<file path="src/rtl/imem_loader_pkg.sv">
// Shared types and constants for the instruction-memory boot loader.
package imem_loader_pkg;

    typedef enum logic [2:0] {
        IDLE,
        LEN,
        DATA,
        CSUM,
        DONE,
        ERROR
    } loader_state_t;

    // Bytes in the little-endian length header.
    localparam int LEN_BYTES  = 4;
    // Bytes per instruction word.
    localparam int WORD_BYTES = 4;

    // States in which the loader takes bytes from the stream.
    function automatic logic is_rx_state(loader_state_t s);
        return (s == LEN) || (s == DATA) || (s == CSUM);
    endfunction

    // States in which start_i opens a new frame.
    function automatic logic is_start_state(loader_state_t s);
        return (s == IDLE) || (s == DONE) || (s == ERROR);
    endfunction

endpackage

</file>
<file path="src/rtl/imem_loader_word_assembler.sv">
// Little-endian word assembler: shifts bytes in under an accept strobe and
// presents the completed 32-bit word in the same cycle its last byte is
// accepted. Used for both the length header and the payload words.
module word_assembler
    import imem_loader_pkg::*;
(
    input  logic        clk,
    input  logic        rst,
    input  logic        clear,
    input  logic        accept,
    input  logic [7:0]  data_byte,
    output logic        word_valid,
    output logic [31:0] word
);

    // Holds the first three bytes of the word; the oldest byte ends up lowest.
    logic [23:0] shift_q;
    logic [1:0]  idx_q;

    // Shift register and byte index; clear restarts the word at byte 0.
    always_ff @(posedge clk) begin
        if (rst || clear) begin
            shift_q <= '0;
            idx_q   <= '0;
        end else if (accept) begin
            shift_q <= {data_byte, shift_q[23:8]};
            idx_q   <= idx_q + 2'd1;
        end
    end

    // The word completes combinationally so the caller can act on it in the
    // cycle the final byte is accepted.
    always_comb begin
        word_valid = accept && (idx_q == 2'(WORD_BYTES - 1));
        word       = {data_byte, shift_q};
    end

endmodule

</file>
<file path="src/rtl/imem_loader.sv">
// Boot loader for the instruction memory. Receives a framed byte stream
// (length, payload words, XOR checksum), writes the payload to consecutive
// word slots and releases the core from reset only after the frame verifies.
//
// Stream handshake: a byte moves when byte_valid_i and byte_ready_o are both
// high at a rising edge. byte_ready_o is a registered level that depends only
// on the loader state, never on byte_valid_i; the sender may hold byte_valid_i
// and byte_i stable or change them freely while byte_ready_o is low.
module imem_loader
    import imem_loader_pkg::*;
#(
    parameter int                    ADDR_WIDTH = 32,
    parameter int                    MEM_WORDS  = 1024,
    parameter logic [ADDR_WIDTH-1:0] BASE_ADDR  = '0
) (
    input  logic                               clk_i,
    input  logic                               rst_i,
    input  logic                               start_i,
    input  logic [7:0]                         byte_i,
    input  logic                               byte_valid_i,
    output logic                               byte_ready_o,
    output logic                               mem_we_o,
    output logic [ADDR_WIDTH-1:0]              mem_addr_o,
    output logic [31:0]                        mem_wdata_o,
    output logic                               cpu_rst_o,
    output logic                               busy_o,
    output logic                               done_o,
    output logic                               error_o,
    output logic [$clog2(MEM_WORDS+1)-1:0]     words_loaded_o
);

    localparam int WCW = $clog2(MEM_WORDS + 1);

    loader_state_t state_q;
    loader_state_t state_d;

    logic           accept;
    logic           asm_accept;
    logic           start_load;
    logic           word_valid;
    logic [31:0]    word;
    logic           write_fire;
    logic           last_word;

    logic [WCW-1:0] len_q;
    logic [WCW-1:0] last_idx;
    logic [WCW-1:0] word_idx_q;
    logic [7:0]     csum_q;

    // Handshake qualification and frame-start detection.
    always_comb begin
        accept     = byte_valid_i && byte_ready_o;
        asm_accept = accept && ((state_q == LEN) || (state_q == DATA));
        start_load = start_i && is_start_state(state_q);
        last_idx   = len_q - WCW'(1);
        last_word  = (word_idx_q == last_idx);
        write_fire = (state_q == DATA) && word_valid;
    end

    word_assembler u_word_assembler (
        .clk        (clk_i),
        .rst        (rst_i),
        .clear      (start_load),
        .accept     (asm_accept),
        .data_byte  (byte_i),
        .word_valid (word_valid),
        .word       (word)
    );

    // State register.
    always_ff @(posedge clk_i) begin
        if (rst_i) begin
            state_q <= IDLE;
        end else begin
            state_q <= state_d;
        end
    end

    // Next-state logic. The length check uses the full 32-bit header so an
    // oversized frame cannot alias to a small legal length.
    always_comb begin
        state_d = state_q;
        case (state_q)
            IDLE: begin
                if (start_i) state_d = LEN;
            end
            LEN: begin
                if (word_valid) begin
                    if (word > 32'(MEM_WORDS)) begin
                        state_d = ERROR;
                    end else if (word == 32'd0) begin
                        state_d = CSUM;
                    end else begin
                        state_d = DATA;
                    end
                end
            end
            DATA: begin
                if (word_valid && last_word) state_d = CSUM;
            end
            CSUM: begin
                if (accept) state_d = (byte_i == csum_q) ? DONE : ERROR;
            end
            DONE: begin
                if (start_i) state_d = LEN;
            end
            ERROR: begin
                if (start_i) state_d = LEN;
            end
            default: state_d = IDLE;
        endcase
    end

    // Status levels are registered from the next state so they change
    // together with the state and carry no path from the stream inputs.
    always_ff @(posedge clk_i) begin
        if (rst_i) begin
            byte_ready_o <= 1'b0;
            busy_o       <= 1'b0;
            done_o       <= 1'b0;
            error_o      <= 1'b0;
            cpu_rst_o    <= 1'b1;
        end else begin
            byte_ready_o <= is_rx_state(state_d);
            busy_o       <= is_rx_state(state_d);
            done_o       <= (state_d == DONE);
            error_o      <= (state_d == ERROR);
            cpu_rst_o    <= (state_d != DONE);
        end
    end

    // Frame length, word index and payload checksum; all restart on a new frame.
    always_ff @(posedge clk_i) begin
        if (rst_i) begin
            len_q      <= '0;
            word_idx_q <= '0;
            csum_q     <= '0;
        end else if (start_load) begin
            len_q      <= '0;
            word_idx_q <= '0;
            csum_q     <= '0;
        end else begin
            if ((state_q == LEN) && word_valid) begin
                // Only kept when the header passed the range check, so the
                // truncation to WCW bits is lossless where it matters.
                len_q <= word[WCW-1:0];
            end
            if ((state_q == DATA) && accept) begin
                csum_q <= csum_q ^ byte_i;
            end
            if (write_fire) begin
                word_idx_q <= word_idx_q + WCW'(1);
            end
        end
    end

    // Memory write port: one-cycle strobe in the cycle after a payload word
    // completes. Reset drops any strobe that would otherwise follow.
    always_ff @(posedge clk_i) begin
        if (rst_i) begin
            mem_we_o       <= 1'b0;
            mem_addr_o     <= BASE_ADDR;
            mem_wdata_o    <= '0;
            words_loaded_o <= '0;
        end else begin
            mem_we_o <= write_fire;
            if (write_fire) begin
                mem_addr_o     <= BASE_ADDR + (ADDR_WIDTH'(word_idx_q) << 2);
                mem_wdata_o    <= word;
                words_loaded_o <= word_idx_q + WCW'(1);
            end else if (start_load) begin
                words_loaded_o <= '0;
            end
        end
    end

endmodule

</file>
<file path="config.mk">
export PLATFORM = sky130hd
export DESIGN_NAME = imem_loader
export DESIGN_NICKNAME = d
export VERILOG_FILES = /design/src/rtl/imem_loader_pkg.sv /design/src/rtl/imem_loader_word_assembler.sv /design/src/rtl/imem_loader.sv
export SDC_FILE = /design/constraint.sdc
export NUM_CORES = 1
export LEC_CHECK = 0
export ABC_AREA = 1
export ABC_CLOCK_PERIOD_IN_PS = 1600
export BUFFER_PORTS_ARGS = -buffer_cell sky130_fd_sc_hd__buf_4
export CAP_MARGIN = 25
export CORE_UTILIZATION = 34
export CTS_CLUSTER_DIAMETER = 100
export DETAILED_ROUTE_END_ITERATION = 6
export SYNTH_ARGS = -nofsm -noshare
export SYNTH_HDL_FRONTEND = slang
export SYNTH_SLANG_ARGS = --single-unit
</file>
<file path="constraint.sdc">
create_clock -name clk_i -period 1.6 [get_ports clk_i]
set_input_delay 0.32 -clock clk_i [delete_from_list [all_inputs] [get_ports clk_i]]
set_output_delay 0.32 -clock clk_i [all_outputs]
set_load 0.005 [all_outputs]
</file>
==> reports/results.ini <==
[setup_path]
worstPathRequired_ns=1.95
crit_top_cell=nand2_1
rrSetupSlack_ns=0.05
crit_path_end_kind=flip-flop
path_max_fanout=4
worst-path-buf-inv=2
critical_path_class=flip-flop to flip-flop
crit_family=simple AND/OR/NAND/NOR gates
cp_slowest_cell=dfxtp_2
crit_chain=inv_2, ha_4, nand2_2, o21ai_1, nand2_1, nand2_1, nand2_1, nor2_1, nand3_2, inv_2, nor2_4, nor2_1
cp.arrival_ns=1.91
cpPeakStageDelay_ns=0.32
crit_path_start_kind=flip-flop

[layout]
stdcell_area_sq_um=6790
fin_cells=993
post-route-util=0.463
syn2layout_area_growth_pct=31.9
num_antenna_cells=0
nNetsFinal=813
layout-drive-gt1-share=0.263

[clock_tree]
h-tree-depth=4
clock_path_buffers=2
cts_tree=yes
cts_sinks=118
clock_latency_ns=0.41
postCtsHoldBufs=0
cts_made_buffers=17
clkTransAtPathRegs_ns=0.05
clockRootBuffer=clkbuf_16

[floorplan]
ios=93
rows=44
die_area_sq_um=15600
core_area_sq_um=14600
initial_utilization=0.351
die_x_um=125
fp.dieH_um=125

[logic_synthesis]
synth-edff-count=0
netlist.area_leader.share=0.459
synth.cell_area_sq_um=5140
ys_top_cells_by_count=nand2_1, nor2_1, dfxtp_1
synthArstFlopShare=0
ys_warn_count=0
seq_area_frac_synth=0.459
yosysMostFrequentCell=nand2_1
syn_inst=689
ys_types=33
avgSynthCellArea_sq_um=7.47
ys_ff_latch=118
synth.area.top_cells=dfxtp_1, nand2_1, nor2_1
ys.flop_type=dfxtp_1
yosys.area.top_type=dfxtp_1

[timing]
finalCriticalPeriod_ns=1.55
layout_worst_path_cycle_share=0.972
drv_slew=0
hold_viol=0
fmax_mhz=643
finalSetupTns_ns=0
setup_viol=0
fin_skew_ns=0.00916
rsz0062_at_grt=true

[grt]
grt_pass1_wl_mm=20.4
grt_pass1_vias=4173
grt_max_degree=57
antenna_found_initial=0
grtUsageTotal=0.164
grt_overflow=0

[placement]
dpl.hpwl_mm=8.47
numPortBuffers=71
gp_congestion=0.801
dp_cells=953
dpl-instance-area_sq_um=6050

[pwr]
total_power_mw=6.71
vdd_ir_drop_max_mv=0.705
swShare=0.212
seqPwrFrac=0.442
p_switching_mw=1.42
p_per_area_nw_per_um2=989
cell_internal_pwr_mw=5.29
clock_power_share=0.519
p_leak_nw=3.04
pwr-share-comb=0.038

[route]
drc=14
drtIter0Drc=289
wl_mm=12.3
wl_per_cell_um=12.3
firstDrtPassIters=7
vias=4489
final_antenna_net_count=0
via_per_inst=4.52

[run_status]
failed_checks=DRC
run_status=finished with violations

[flow_run]
maxCapViolCount=0

[worst_hold_path]
hp-class=primary input to flip-flop

-- final timing paths --
kind | cells after the start | endpoint | start
setup / recovery | 12 | error_o | len_q[1]
hold / removal | 3 | mem_wdata_o[24] | byte_i[0]
setup reg to reg | 12 | error_o | len_q[1]
hold reg to reg | 2 | words_loaded_o[4] | words_loaded_o[4]
-- final cells by class --
cell class                      instances  area [sq um]
Fill cell                            1452          7860
Multi-Input combinational cell        491          2420
Sequential cell                       118          2370
Timing Repair Buffer                  125          1030
Clock buffer                           27           533
Tap cell                              184           230
Inverter                               44           180
Clock inverter                          3          15.0
Timing Repair inverter                  1          8.76
-- layer usage --
metal | up-vias | part of all wire | track usage
met3 | 8 | 0.044 | 0.0484
li1 | 2406 | - | -
met4 | 0 | 0.010 | 0.0581
met2 | 99 | 0.44 | 0.253
met5 | - | 0 | 0
met1 | 1976 | 0.51 | 0.217
-- cell families (layout without fill, tap and decap cells) --
family,count (synthesis),count (layout),synth area share
buffers and inverters,100,200,0.101
adders and majority gates,3,3,0.00730
other,1,21,0.000729
AOI/OAI and AO/OA,132,132,0.141
DFF,118,118,0.459
xor gates and xnor gates,20,20,0.0340
and+or+nand+nor,315,315,0.257
-- worst reg2reg max path, delay by kind of cell (launching register included) --
family | cells | cell delay, ns
buffers and inverters | 2 | 0.18
DFF | 1 | 0.32
AOI/OAI and AO/OA | 1 | 0.20
adders and majority gates | 1 | 0.16
and+or+nand+nor | 8 | 0.64
-- registers in the layout, indices dropped and copies added (netlist names) --
register / count
mem_addr_o: 11
state_q: 3
done_o: 1
cpu_rst_o: 1
error_o: 1
word_idx_q: 11
len_q: 11
mem_we_o: 1
mem_wdata_o: 32
u_word_assembler.shift_q: 24
busy_o: 1
words_loaded_o: 11
csum_q: 8
u_word_assembler.idx_q: 2
-- placed cells by master (no fill, tap or decap), types with 6 or more instances in the layout --
cell       count
clkbuf_16     17
conb_1        21
nor2_1       121
clkbuf_8       7
buf_4        118
xor2_1         6
nand2_1      133
or2_2         10
inv_2         11
dfxtp_2        9
xnor2_1       14
a211oi_1      21
o21ai_0       41
dfxtp_1      109
nor2_2         6
buf_12         7
inv_1         30
a21oi_1       61
nand3_1       20
-- power groups by stage --
stage / sequential [mW] / clock [mW] / combinational, mW
6_report: 2.97 / 3.49 / 0.258
5_1_grt: 2.97 / 3.72 / 0.288
4_1_cts: 2.96 / 3.58 / 0.255
3_5_place_dp: 3.03 / 0 / 0.254
3_3_place_gp: 3.03 / 0 / 0.254
2_1_floorplan: 3.02 / 0 / 0.187
-- timing repair --
action / CTS / global route
cloned: 0 / 1
setup buffers: 0 / 9
endpoints found under the setup margin: 7 / 53
gates resized for setup: 12 / 23
endpoints found under the hold margin: 0 / 0
pin swaps: 5 / 15
-- through the flow --
step,hold slack [ns],setup WS (ns)
3_5_place_dp,0.454,-0.0383
5_1_grt,0.182,-0.0885
3_3_place_gp,0.450,-0.0366
4_1_cts,0.159,-0.000488
6_report,0.172,0.0454
2_1_floorplan,0.448,0.0542
(Power assumes the default switching activity.)
